--- src/rtl/instruction_decode.sv ---
// RV32I instruction decode stage: register file, immediate generation, load-use
// hazard detection and the ID/EX pipeline register. Optional macro: ID_WB_BYPASS_EN.
module instruction_decode #(
   parameter CLEAR_REGS = "YES"
) (
   input  logic         clk,
   input  logic         rst,
   input  logic [95:0]  if_id_inf,
   input  logic         stall,
   input  logic         flush,
   input  logic         wb_wr_en,
   input  logic [4:0]   wb_rd,
   input  logic [31:0]  wb_data,
   input  logic         ex_is_load,
   input  logic [4:0]   ex_rd,
   output logic         hazard_stall,
   output logic [185:0] id_ex_inf
);

   // if_id_inf is packed {pc, pc_inc, instr}, most significant field first.
   typedef struct packed {
      logic [31:0] pc;
      logic [31:0] pc_inc;
      logic [31:0] instr;
   } if_id_t;

   typedef struct packed {
      logic [31:0] pc;
      logic [31:0] pc_inc;
      logic [31:0] rs1_data;
      logic [31:0] rs2_data;
      logic [31:0] imm;
      logic [4:0]  rs1;
      logic [4:0]  rs2;
      logic [4:0]  rd;
      logic [6:0]  opcode;
      logic [2:0]  funct3;
      logic        funct7b5;
   } id_ex_t;

   localparam logic [6:0] OP_LUI    = 7'b0110111;
   localparam logic [6:0] OP_AUIPC  = 7'b0010111;
   localparam logic [6:0] OP_JAL    = 7'b1101111;
   localparam logic [6:0] OP_JALR   = 7'b1100111;
   localparam logic [6:0] OP_BRANCH = 7'b1100011;
   localparam logic [6:0] OP_LOAD   = 7'b0000011;
   localparam logic [6:0] OP_STORE  = 7'b0100011;
   localparam logic [6:0] OP_IMM    = 7'b0010011;
   localparam logic [6:0] OP_REG    = 7'b0110011;

   localparam bit CLEAR_EN = (CLEAR_REGS == "YES");

   if_id_t      fetch;
   id_ex_t      decoded;
   id_ex_t      id_ex_q;
   logic [31:0] regs [0:31];
   logic [31:0] instr;
   logic [6:0]  opcode;
   logic [4:0]  rs1;
   logic [4:0]  rs2;
   logic        rs1_used;
   logic        rs2_used;
   logic [31:0] rs1_stored;
   logic [31:0] rs2_stored;
   logic [31:0] rs1_data;
   logic [31:0] rs2_data;
   logic [31:0] imm;
   logic        wb_valid;
   logic        load_hazard;
   logic        wb_hazard;

   assign fetch    = if_id_t'(if_id_inf);
   assign instr    = fetch.instr;
   assign opcode   = instr[6:0];
   assign rs1      = instr[19:15];
   assign rs2      = instr[24:20];
   assign wb_valid = wb_wr_en && (wb_rd != 5'd0);

   // Writeback is independent of stall/flush/hazard; only reset blocks it.
   always_ff @(posedge clk) begin
      if (rst) begin
         if (CLEAR_EN) begin
            for (int i = 0; i < 32; i++) regs[i] <= 32'd0;
         end
      end else if (wb_valid) begin
         regs[wb_rd] <= wb_data;
      end
   end

   assign rs1_stored = (rs1 == 5'd0) ? 32'd0 : regs[rs1];
   assign rs2_stored = (rs2 == 5'd0) ? 32'd0 : regs[rs2];

   always_comb begin
      rs1_used = !((opcode == OP_LUI) || (opcode == OP_AUIPC) || (opcode == OP_JAL));
      rs2_used = (opcode == OP_REG) || (opcode == OP_STORE) || (opcode == OP_BRANCH);
   end

`ifdef ID_WB_BYPASS_EN
   assign rs1_data  = (wb_valid && (wb_rd == rs1)) ? wb_data : rs1_stored;
   assign rs2_data  = (wb_valid && (wb_rd == rs2)) ? wb_data : rs2_stored;
   assign wb_hazard = 1'b0;
`else
   assign rs1_data  = rs1_stored;
   assign rs2_data  = rs2_stored;
   assign wb_hazard = wb_valid && ((rs1_used && (wb_rd == rs1)) ||
                                   (rs2_used && (wb_rd == rs2)));
`endif

   assign load_hazard  = ex_is_load && (ex_rd != 5'd0) &&
                         ((rs1_used && (ex_rd == rs1)) || (rs2_used && (ex_rd == rs2)));
   assign hazard_stall = load_hazard || wb_hazard;

   always_comb begin
      imm = 32'd0;
      case (opcode)
         OP_IMM, OP_LOAD, OP_JALR: imm = {{20{instr[31]}}, instr[31:20]};
         OP_STORE:                 imm = {{20{instr[31]}}, instr[31:25], instr[11:7]};
         OP_BRANCH:                imm = {{19{instr[31]}}, instr[31], instr[7],
                                          instr[30:25], instr[11:8], 1'b0};
         OP_LUI, OP_AUIPC:         imm = {instr[31:12], 12'd0};
         OP_JAL:                   imm = {{11{instr[31]}}, instr[31], instr[19:12],
                                          instr[20], instr[30:21], 1'b0};
         default:                  imm = 32'd0;
      endcase
   end

   always_comb begin
      decoded          = '0;
      decoded.pc       = fetch.pc;
      decoded.pc_inc   = fetch.pc_inc;
      decoded.rs1_data = rs1_data;
      decoded.rs2_data = rs2_data;
      decoded.imm      = imm;
      decoded.rs1      = rs1;
      decoded.rs2      = rs2;
      decoded.rd       = instr[11:7];
      decoded.opcode   = opcode;
      decoded.funct3   = instr[14:12];
      decoded.funct7b5 = instr[30];
   end

   // All-zero is the bubble encoding, used for reset, flush and hazard insertion.
   always_ff @(posedge clk) begin
      if (rst) begin
         id_ex_q <= '0;
      end else if (flush) begin
         id_ex_q <= '0;
      end else if (stall) begin
         id_ex_q <= id_ex_q;
      end else if (hazard_stall) begin
         id_ex_q <= '0;
      end else begin
         id_ex_q <= decoded;
      end
   end

   assign id_ex_inf = id_ex_q;

endmodule

--- config.mk ---
export PLATFORM = sky130hd
export DESIGN_NAME = instruction_decode
export DESIGN_NICKNAME = d
export VERILOG_FILES = /design/src/rtl/instruction_decode.sv
export SDC_FILE = /design/constraint.sdc
export NUM_CORES = 2
export LEC_CHECK = 0
export CAP_MARGIN = 20
export CELL_PAD_IN_SITES_DETAIL_PLACEMENT = 0
export CELL_PAD_IN_SITES_GLOBAL_PLACEMENT = 1
export CORE_MARGIN = 4
export CORE_UTILIZATION = 54
export CTS_CLUSTER_DIAMETER = 120
export DETAILED_ROUTE_END_ITERATION = 8
export DONT_BUFFER_PORTS = 1
export MAX_ROUTING_LAYER = met4
export PLACE_DENSITY = 0.79
export SYNTH_ARGS = -nofsm -noshare
export SYNTH_HDL_FRONTEND = slang
export SYNTH_SLANG_ARGS = --single-unit
--- constraint.sdc ---
create_clock -name clk -period 3.5 [get_ports clk]
set_clock_uncertainty 0.15 [all_clocks]
set_input_delay 0.7 -clock clk [delete_from_list [all_inputs] [get_ports clk]]
set_output_delay 0.7 -clock clk [all_outputs]
set_load 0.02 [all_outputs]
==> out/results.ini <==
[sta]
fin_crit_sh_pct=96.4
min_period_ns=3.37
slew_headroom_pct=20.0
max_freq_mhz=297
tightestPinTransition_ns=1.20
slew_violations=0
setup_tns_ns=0
rsz0062_at_grt=false
setup_viol=0
worst_slack_ns=0.128
holdWs_ns=0.0154
hold_viol=0

[clocking]
numCtsBuffers=133
clk_pin_slew_ns=0.06
clkSinkCount=1210
clk_path_buf_depth=3
cts_setup_buffers=0
worst_skew_pair.late_latency_ns=0.76
cts_tree=yes
clockRootBuffer=clkbuf_16
h-tree-depth=4
post_cts_resized=0

[power]
power.density_nw_per_um2=491
ir_worst_vdd_v=0.000494
power_mw=33.7
leakage_nw=24.8

[logic_synthesis]
syn_inst=4567
yosys_warnings=0
ys_top_cells_by_area=edfxtp_1, and2_1, mux4_2, mux2i_1, dfxtp_1
synth-edff-count=1024
synth_ff_type=edfxtp_1
synth.distinct_cells=54
avgSynthCellArea_um2=13.3
synthArstFlopShare_pct=0
synth_seq_cells=1210
yosys.area.top_type=edfxtp_1
syn_area_um2=60900
ys_seq_area_share_pct=56.6
synth.top_cell.area_share_pct=50.5

[floorplanning]
rows=122
initial_core_util_pct=54.8
die_w_um=344
core_um2=111000
ioPinCount=331
dieArea_um2=118000
die_h_um=344

[detailed_routing]
drc=0
routedWlPerCell_um=35.2
drtIter0Drc=6304
wl_mm=217
first_pass_iters=6
antenna_left=0
vias=41700
avgViaCountPerCell=6.76

[placed_design]
placedCellCount=5782
dp_slack_ns=0.284
gp_congestion=0.943
place_area_um2=62800
io_buffers=0
post-dp-hpwl_mm=130

[global_route]
grt_overflow=0
grt_pass1_vias=40200
antenna_found_initial=12
grt_max_degree=230
track_usage_pct=37.3
grt_pass1_wl_mm=303

[hold_path]
hp-class=in2reg

[cells_and_area]
nNetsFinal=4719
final_cell_mix=edfxtp_1, and2_1, mux2i_1
final_cells=6173
ff_latch_area_um2=34500
final_core_util_pct=61.7
final_cell_area_um2=68600
drive_above_1_share_pct=16.7
area_growth_pct=12.6
multi_input_area_um2=24800
num-fill-cells=8399
final_common_cell=edfxtp_1

[critical_path]
cp-end-kind=output pin
crit_chain=xor2_1, nor4_1, nand2_1, nand3_1, buf_4
worst_path_largest_cell_delay_ns=0.65
rrSetupSlack_ns=1.15
cp_max_fo=178
slowest_stage=nor4_1
arrival_ns=2.52
crit_required_ns=2.65
crit_type=in2out
critPathLaunchType=primary input

[run_status]
status=finished, final reports clean

[run]
max-cap-violations=0

==> critical path, delay by kind of cell <==
kind	cells	cell delay, ns
xor gates and xnor gates	1	0.39
buffers and inverters	1	0.16
and+or+nand+nor	3	0.85
==> state kept, by name, summed over array words and instances (netlist names) <==
register   count
regs        1024
id_ex_inf    186
==> worst paths after layout <==
path	startpoint	endpoint	cells after the start
hold / removal	if_id_inf[18]	id_ex_inf[44]	2
setup / recovery	if_id_inf[17]	hazard_stall	5
hold reg to reg	id_ex_inf[56]	id_ex_inf[56]	2
setup reg to reg	regs[24][1]	id_ex_inf[91]	6
==> Yosys cell counts, types with 12 or more instances <==
master,count
clkbuf_1,335
dfxtp_1,186
buf_1,35
nor2b_1,24
xnor2_1,13
o21ai_0,26
mux2i_1,488
nand3_1,140
o31ai_1,65
or2_2,32
buf_2,80
mux4_2,258
or3_1,13
a21oi_1,42
and2_1,996
mux2_2,54
a211oi_1,13
a22oi_1,214
o2111ai_1,49
o22ai_1,25
buf_4,12
a22o_1,90
nor2_1,42
edfxtp_1,1024
nand2_1,190
o221ai_1,49
==> repair_timing <==
item                                    in CTS  in global routing
endpoints found under the setup margin       0                  0
hold buffers                               138                  0
endpoints found under the hold margin     1118                  0
==> power by group <==
| part | internal [mW] | switching, mW |
|---|---|---|
| Combinational | 1.46 | 1.92 |
| Sequential | 16.4 | 0.522 |
| Clock | 7.63 | 5.81 |
| Total | 25.4 | 8.25 |
==> final cells by class <==
type,instances,share of cell area (%)
Sequential cell,1210,50.2
Multi-Input combinational cell,2918,36.1
Timing Repair Buffer,309,4.87
Clock inverter,56,0.567
Clock buffer,176,5.42
Antenna cell,13,0.0474
Tap cell,1488,2.71
Inverter,3,0.0164
==> routing by layer <==
layer / vias up / track usage, % / part of all wire (%)
met5: - / - / 0
met4: 0 / 21.0 / 6.7
met3: 564 / 8.47 / 12
met2: 2905 / 56.2 / 46
met1: 21000 / 47.0 / 36
li1: 17200 / - / -
==> logic make-up after synthesis <==
kind of cell	count (synthesis)	synth area share, %
mux	800	18.6
other cells	1	0.00615
compound gates	592	7.40
buf+inv	470	3.20
flops	1210	56.6
simple gates	1474	14.0
xor+xnor	20	0.288
Note: power is estimated with default switching activity, not from simulation.
